===== src/rtl/z16_mem_arbiter.sv =====
// Per-cycle arbiter sharing one single-port memory between Z16 fetch and load/store.
// Data has priority; a starvation counter forces fetch through after STARVE_LIMIT losses.
module z16_mem_arbiter #(
  parameter int unsigned STARVE_LIMIT = 4,
  parameter int unsigned MEM_AW       = 15
) (
  input  logic              i_clk,
  input  logic              i_rst,
  input  logic              i_if_valid,
  input  logic [15:0]       i_if_addr,
  output logic              o_if_ready,
  output logic              o_if_rvalid,
  output logic [15:0]       o_if_rdata,
  input  logic              i_d_valid,
  input  logic              i_d_we,
  input  logic [15:0]       i_d_addr,
  input  logic [15:0]       i_d_wdata,
  output logic              o_d_ready,
  output logic              o_d_rvalid,
  output logic [15:0]       o_d_rdata,
  output logic              o_d_misalign,
  output logic              o_mem_en,
  output logic              o_mem_we,
  output logic [MEM_AW-1:0] o_mem_addr,
  output logic [15:0]       o_mem_wdata,
  input  logic [15:0]       i_mem_rdata
);

  localparam int unsigned TAG_W = 2;
  localparam int unsigned CNT_W = 4;

  localparam logic [1:0] TAG_NONE = 2'd0;
  localparam logic [1:0] TAG_IF   = 2'd1;
  localparam logic [1:0] TAG_D    = 2'd2;
  localparam logic [1:0] TAG_DZ   = 2'd3;

  logic [TAG_W-1:0] r_tag;
  logic [TAG_W-1:0] tag_nxt;
  logic [CNT_W-1:0] r_starve;
  logic [CNT_W-1:0] starve_nxt;
  logic             grant_if;
  logic             grant_d;
  logic             d_misaligned;
  logic             starve_hit;

  // Fetch address bit 0 is ignored; alignment is the core's responsibility.
  logic unused_ok;
  assign unused_ok = i_if_addr[0];

  assign starve_hit   = (r_starve >= CNT_W'(STARVE_LIMIT));
  assign d_misaligned = i_d_addr[0];

  // Tag and starvation state
  always_ff @(posedge i_clk) begin
    if (i_rst) begin
      r_tag    <= TAG_NONE;
      r_starve <= '0;
    end else begin
      r_tag    <= tag_nxt;
      r_starve <= starve_nxt;
    end
  end

  // Arbitration, memory issue and next-tag selection
  always_comb begin
    grant_if     = 1'b0;
    grant_d      = 1'b0;
    tag_nxt      = TAG_NONE;
    starve_nxt   = '0;
    o_if_ready   = 1'b0;
    o_d_ready    = 1'b0;
    o_d_misalign = 1'b0;
    o_mem_en     = 1'b0;
    o_mem_we     = 1'b0;
    o_mem_addr   = '0;
    o_mem_wdata  = '0;

    if (!i_rst) begin
      grant_d  = i_d_valid && (!i_if_valid || !starve_hit);
      grant_if = i_if_valid && !grant_d;

      o_if_ready   = grant_if;
      o_d_ready    = grant_d;
      o_d_misalign = grant_d && d_misaligned;

      if (grant_if) begin
        o_mem_en   = 1'b1;
        o_mem_addr = i_if_addr[MEM_AW:1];
        tag_nxt    = TAG_IF;
      end else if (grant_d && !d_misaligned) begin
        o_mem_en    = 1'b1;
        o_mem_we    = i_d_we;
        o_mem_addr  = i_d_addr[MEM_AW:1];
        o_mem_wdata = i_d_we ? i_d_wdata : 16'h0000;
        tag_nxt     = i_d_we ? TAG_NONE : TAG_D;
      end else if (grant_d && !i_d_we) begin
        // A dropped misaligned load still owes the requester a zero response.
        tag_nxt = TAG_DZ;
      end

      if (i_if_valid && !grant_if) begin
        starve_nxt = (r_starve == '1) ? r_starve : r_starve + CNT_W'(1);
      end
    end
  end

  // Response routing; reset suppresses any response still in flight.
  always_comb begin
    o_if_rvalid = !i_rst && (r_tag == TAG_IF);
    o_d_rvalid  = !i_rst && ((r_tag == TAG_D) || (r_tag == TAG_DZ));
    o_if_rdata  = o_if_rvalid ? i_mem_rdata : 16'h0000;
    o_d_rdata   = (o_d_rvalid && (r_tag == TAG_D)) ? i_mem_rdata : 16'h0000;
  end

endmodule


===== config.mk =====
export PLATFORM = sky130hd
export DESIGN_NAME = z16_mem_arbiter
export DESIGN_NICKNAME = d
export VERILOG_FILES = /design/src/rtl/z16_mem_arbiter.sv
export SDC_FILE = /design/constraint.sdc
export NUM_CORES = 1
export LEC_CHECK = 0
export ABC_CLOCK_PERIOD_IN_PS = 1400
export BUFFER_PORTS_ARGS = -buffer_cell sky130_fd_sc_hd__buf_2
export CELL_PAD_IN_SITES_DETAIL_PLACEMENT = 1
export CELL_PAD_IN_SITES_GLOBAL_PLACEMENT = 1
export CORE_MARGIN = 5
export CORE_UTILIZATION = 13
export CTS_CLUSTER_SIZE = 28
export DETAILED_ROUTE_END_ITERATION = 8
export PLACE_DENSITY_LB_ADDON = 0.15
export SLEW_MARGIN = 15
export SYNTH_ARGS = -nofsm -noshare
export SYNTH_HDL_FRONTEND = slang
export SYNTH_SLANG_ARGS = --single-unit

===== constraint.sdc =====
create_clock -name i_clk -period 1.4 [get_ports i_clk]
set_input_delay 0.28 -clock i_clk [delete_from_list [all_inputs] [get_ports i_clk]]
set_output_delay 0.28 -clock i_clk [all_outputs]
set_load 0.01 [all_outputs]

==> results.txt <==
----------------------------------------------------
[Drt]
  DRC viols ... 0
  Post-detailed-route via-to-cell ratio ... 4.006
  Overall routed net length ... around 4500 um
  Pre-Repair DR Iteration Count ... 3
  DR vias ... ~1300
  Post-route antenna net violation count ... 0
  Initial drt markers ... 13
  Routed wirelength normalized by instance count ... approximately 14 um

[Global routing]
  Wire length of the first global-routing pass ... about 6300 um
  Pin count of the biggest net entering global routing ... 19
  GRT Overall Usage ... 10.33%
  Number of antenna violations at the first check in global routing ... 0
  Number of global-route vias before repair ... 1344
  Grt total ovfl ... 0

[Clock tree]
  Cell at the root of the clock tree ... clkbuf_8
  Number of CTS-inserted buffers ... 3
  Clock tree from TritonCTS ... yes
  Number of sinks handled by clock tree synthesis ... 6
  Clk buf depth ... 2
  Skew-Pair Late Insertion Delay ... 220 ps
  Clock-pin slew reported for the worst setup and hold paths after clock tree synthesis ... roughly 30 ps
  Count of H-tree levels built during CTS ... 1

[Timing]
  Maximum clock frequency ... approximately 600 MHz
  Unrepaired setup endpoints after global routing ... yes
  Clock Skews ... a little under 0.9 ps
  Post-route worst hold slack ... 404.5 ps
  Total of endpoints with negative setup slack in the final report ... 67
  Number of hold-slack violations in the final timing report ... 0
  Setup WS post-layout ... -257.0 ps
  Share of the cycle needed by the critical path after routing ... 118.4%
  Tmin final ... 1657 ps
  Max-slew violations ... 0

[Layout]
  Number of antenna repair diodes ... 0
  Proportion of layout cells with a drive suffix above 1 ... between 80% and 90%
  Net total in the final layout ... 321
  Utilization after layout ... a little under two fifths
  Synth-to-Final Area Change ... 175.3%
  Count of placed standard cells in the final layout, fillers left out ... between 300 and 400

[Logic synthesis]
  Share of the yosys chip area belonging to registers ... roughly 16%
  Number of synthesized register bits ... 6
  Dominant combinational cell family by area after synthesis ... simple AND/OR/NAND/NOR gates
  Post-synthesis adder-cell area fraction ... around 1.6%
  Post-synthesis share of cell area spent on xor and xnor gates ... 0%
  Share of synthesized area spent on multiplexers ... 0%
  Total number of yosys warnings ... 0
  Yosys cell types ... 24
  Area fraction in compound gates after synthesis ... a little over a fifth
  Count of mapped cells out of synthesis ... 98
  Cell Area, Synth ... about 760 um^2
  Number of nets produced by synthesis ... about 170
  Synthesized-area fraction occupied by and/or/nand/nor cells ... a little under three fifths
  Syn Area/Cell ... a little under 8 um^2

[Floorplanning]
  Count of pins on the block boundary ... ~140
  Y dimension of the die ... roughly 86 um
  Num rows ... 27
  Die boundary width ... 86.44 um
  Initial core utilization ... between 10% and 20%
  Area of the die ... about 7500 um^2
  Placeable core region ... ~5600 um^2

[Critical path]
  Data required time at the worst endpoint ... about 1100 ps
  CP Max Fanout ... 8
  Stage delay of the slowest cell on the critical path ... roughly 310 ps
  Critical setup path kind ... register to output port
  Arrival time worst endpoint ... around 1400 ps
  CP cell instances ... buf_6 -> nor3b_4 -> buf_6 -> and2_1 -> buf_2
  Worst setup EP type ... output port
  Launch point of the worst reg-to-reg path ... r_starve[2]$_SDFFE_PP0P_
  Cell repeated most along the worst path ... buf_6
  Critical path launch point type ... register
  Launching element of the worst setup path ... r_tag[1]$_SDFF_PP0_
  Slowest library cell on the worst path ... dfxtp_2

[Place]
  Global placer's final weighted congestion ... roughly 0.73
  Buffers added on ports ... 137
  HPWL after detailed placement ... between 3000 and 4000 um
  Cell total after placement ... about 310

[Power]
  P_leak ... around 1.2 nW
  Power Total ... 819.0 uW
  Worst IR drop on VDD ... approximately 0.00028 V
  Ratio of total power to cell area ... 391.7 nW/um^2

[Outcome]
  Result of the run ... finished, violations left
  Violated checks ... negative setup slack

[Hold path]
  Worst min path class ... input pin to register
  Min-Delay Startpoint ... i_d_we

[Run]
  Number of violations of the max-capacitance limit ... 0

----------------------------------------------------
[cells by family (layout without fill, tap and decap cells)]
logic type | count (synthesis) | after routing
AND/OR/NAND/NOR | 65 | 65
flip-flops | 6 | 6
other | 1 | 1
AO/OA/AOI/OAI | 19 | 19
adder cells (fa/ha/maj) | 1 | 1
buffers and inverters | 6 | 157
[final timing paths]
kind,end,slack [ps],cells after the start
max reg2reg,r_tag[0]$_SDFF_PP0_,320,4
max,o_if_rdata[14],-260,5
min,r_tag[1]$_SDFF_PP0_,400,3
min reg2reg,r_starve[0]$_SDFFE_PP0P_,430,1
[timing repair]
action                     CTS  global route
resized for setup           39            51
buffers inserted             2             0
pin swaps                   22            13
cloned                       3             0
hold buffers                 0             0
setup endpoints to repair   67            69
[critical path: cells and delay by family, from the launching register on]
kind                   cells  cell delay (ps)
buffers and inverters      3              420
DFF                        1              310
and+or+nand+nor            2              420
[synth_stat cells]
cell	n	area, um^2
and2_1	51	319.1
a22o_1	15	131.4
dfxtp_1	6	120.1
and3_1	3	18.77
nor2b_1	3	18.77
buf_2	2	10.01
a21o_1	1	7.510
a21oi_2	1	8.760
and2b_1	1	7.510
buf_4	1	7.510
buf_6	1	11.26
clkbuf_1	1	3.750
conb_1	1	3.750
ha_1	1	12.51
inv_1	1	3.750
nand2b_1	1	6.260
nor2_1	1	3.750
nor2_4	1	11.26
nor3_4	1	16.27
nor3b_1	1	7.510
o21a_1	1	7.510
o21ai_0	1	5.000
or2_2	1	6.260
or3b_4	1	11.26
[cells in the final DEF, fill, tap and decap left out, drive strengths merged]
master | netlist | layout
conb | 1 | 1
and2 | 51 | 51
o21a | 1 | 1
dfxtp | 6 | 6
a21o | 1 | 1
nor3b | 1 | 1
nor2 | 2 | 2
and2b | 1 | 1
nand2b | 1 | 1
nor3 | 1 | 1
and3 | 3 | 3
or2 | 1 | 1
a22o | 15 | 15
nor2b | 3 | 3
a21oi | 1 | 1
buf | 4 | 152
ha | 1 | 1
or3b | 1 | 1
inv | 1 | 1
clkbuf | 1 | 4
o21ai | 1 | 1
[registers in the layout, indices dropped and copies added (netlist names)]
signal,count
r_starve,4
r_tag,2
[final cells by class]
class,count,area (um^2)
flip-flops and latches,6,123.9
clock buffers,3,41.29
well taps,72,90.09
multi-input cells,86,720.7
repair buffers,153,1111
inverters,1,3.754
fillers,684,3517
[where the power goes]
group	internal (mW)	switching, mW	leakage (nW)
Clock	0.184	0.0676	0.0216
Sequential	0.178	0.00392	0.0501
Combinational	0.230	0.155	1.12
[layer usage]
metal  wire length (um)  track usage (%)  share of wire (%)
met1               1576            10.54                 35
met5                  0                0                  0
met4                 22            2.550               0.49
met2               2293            19.40                 51
met3                570            4.183                 13
[per-stage QoR]
step,setup WS (ps),instance area (um^2),setup TNS (ps)
global route,-327.0,2091,-16990
detailed placement,-252.8,1630,-9843
floorplan,-93.72,770.7,-1229
CTS,-260.2,1881,-13920
global placement,-242.7,1630,-9378
finish,-257.0,2091,-13240
(Power assumes the default switching activity.)
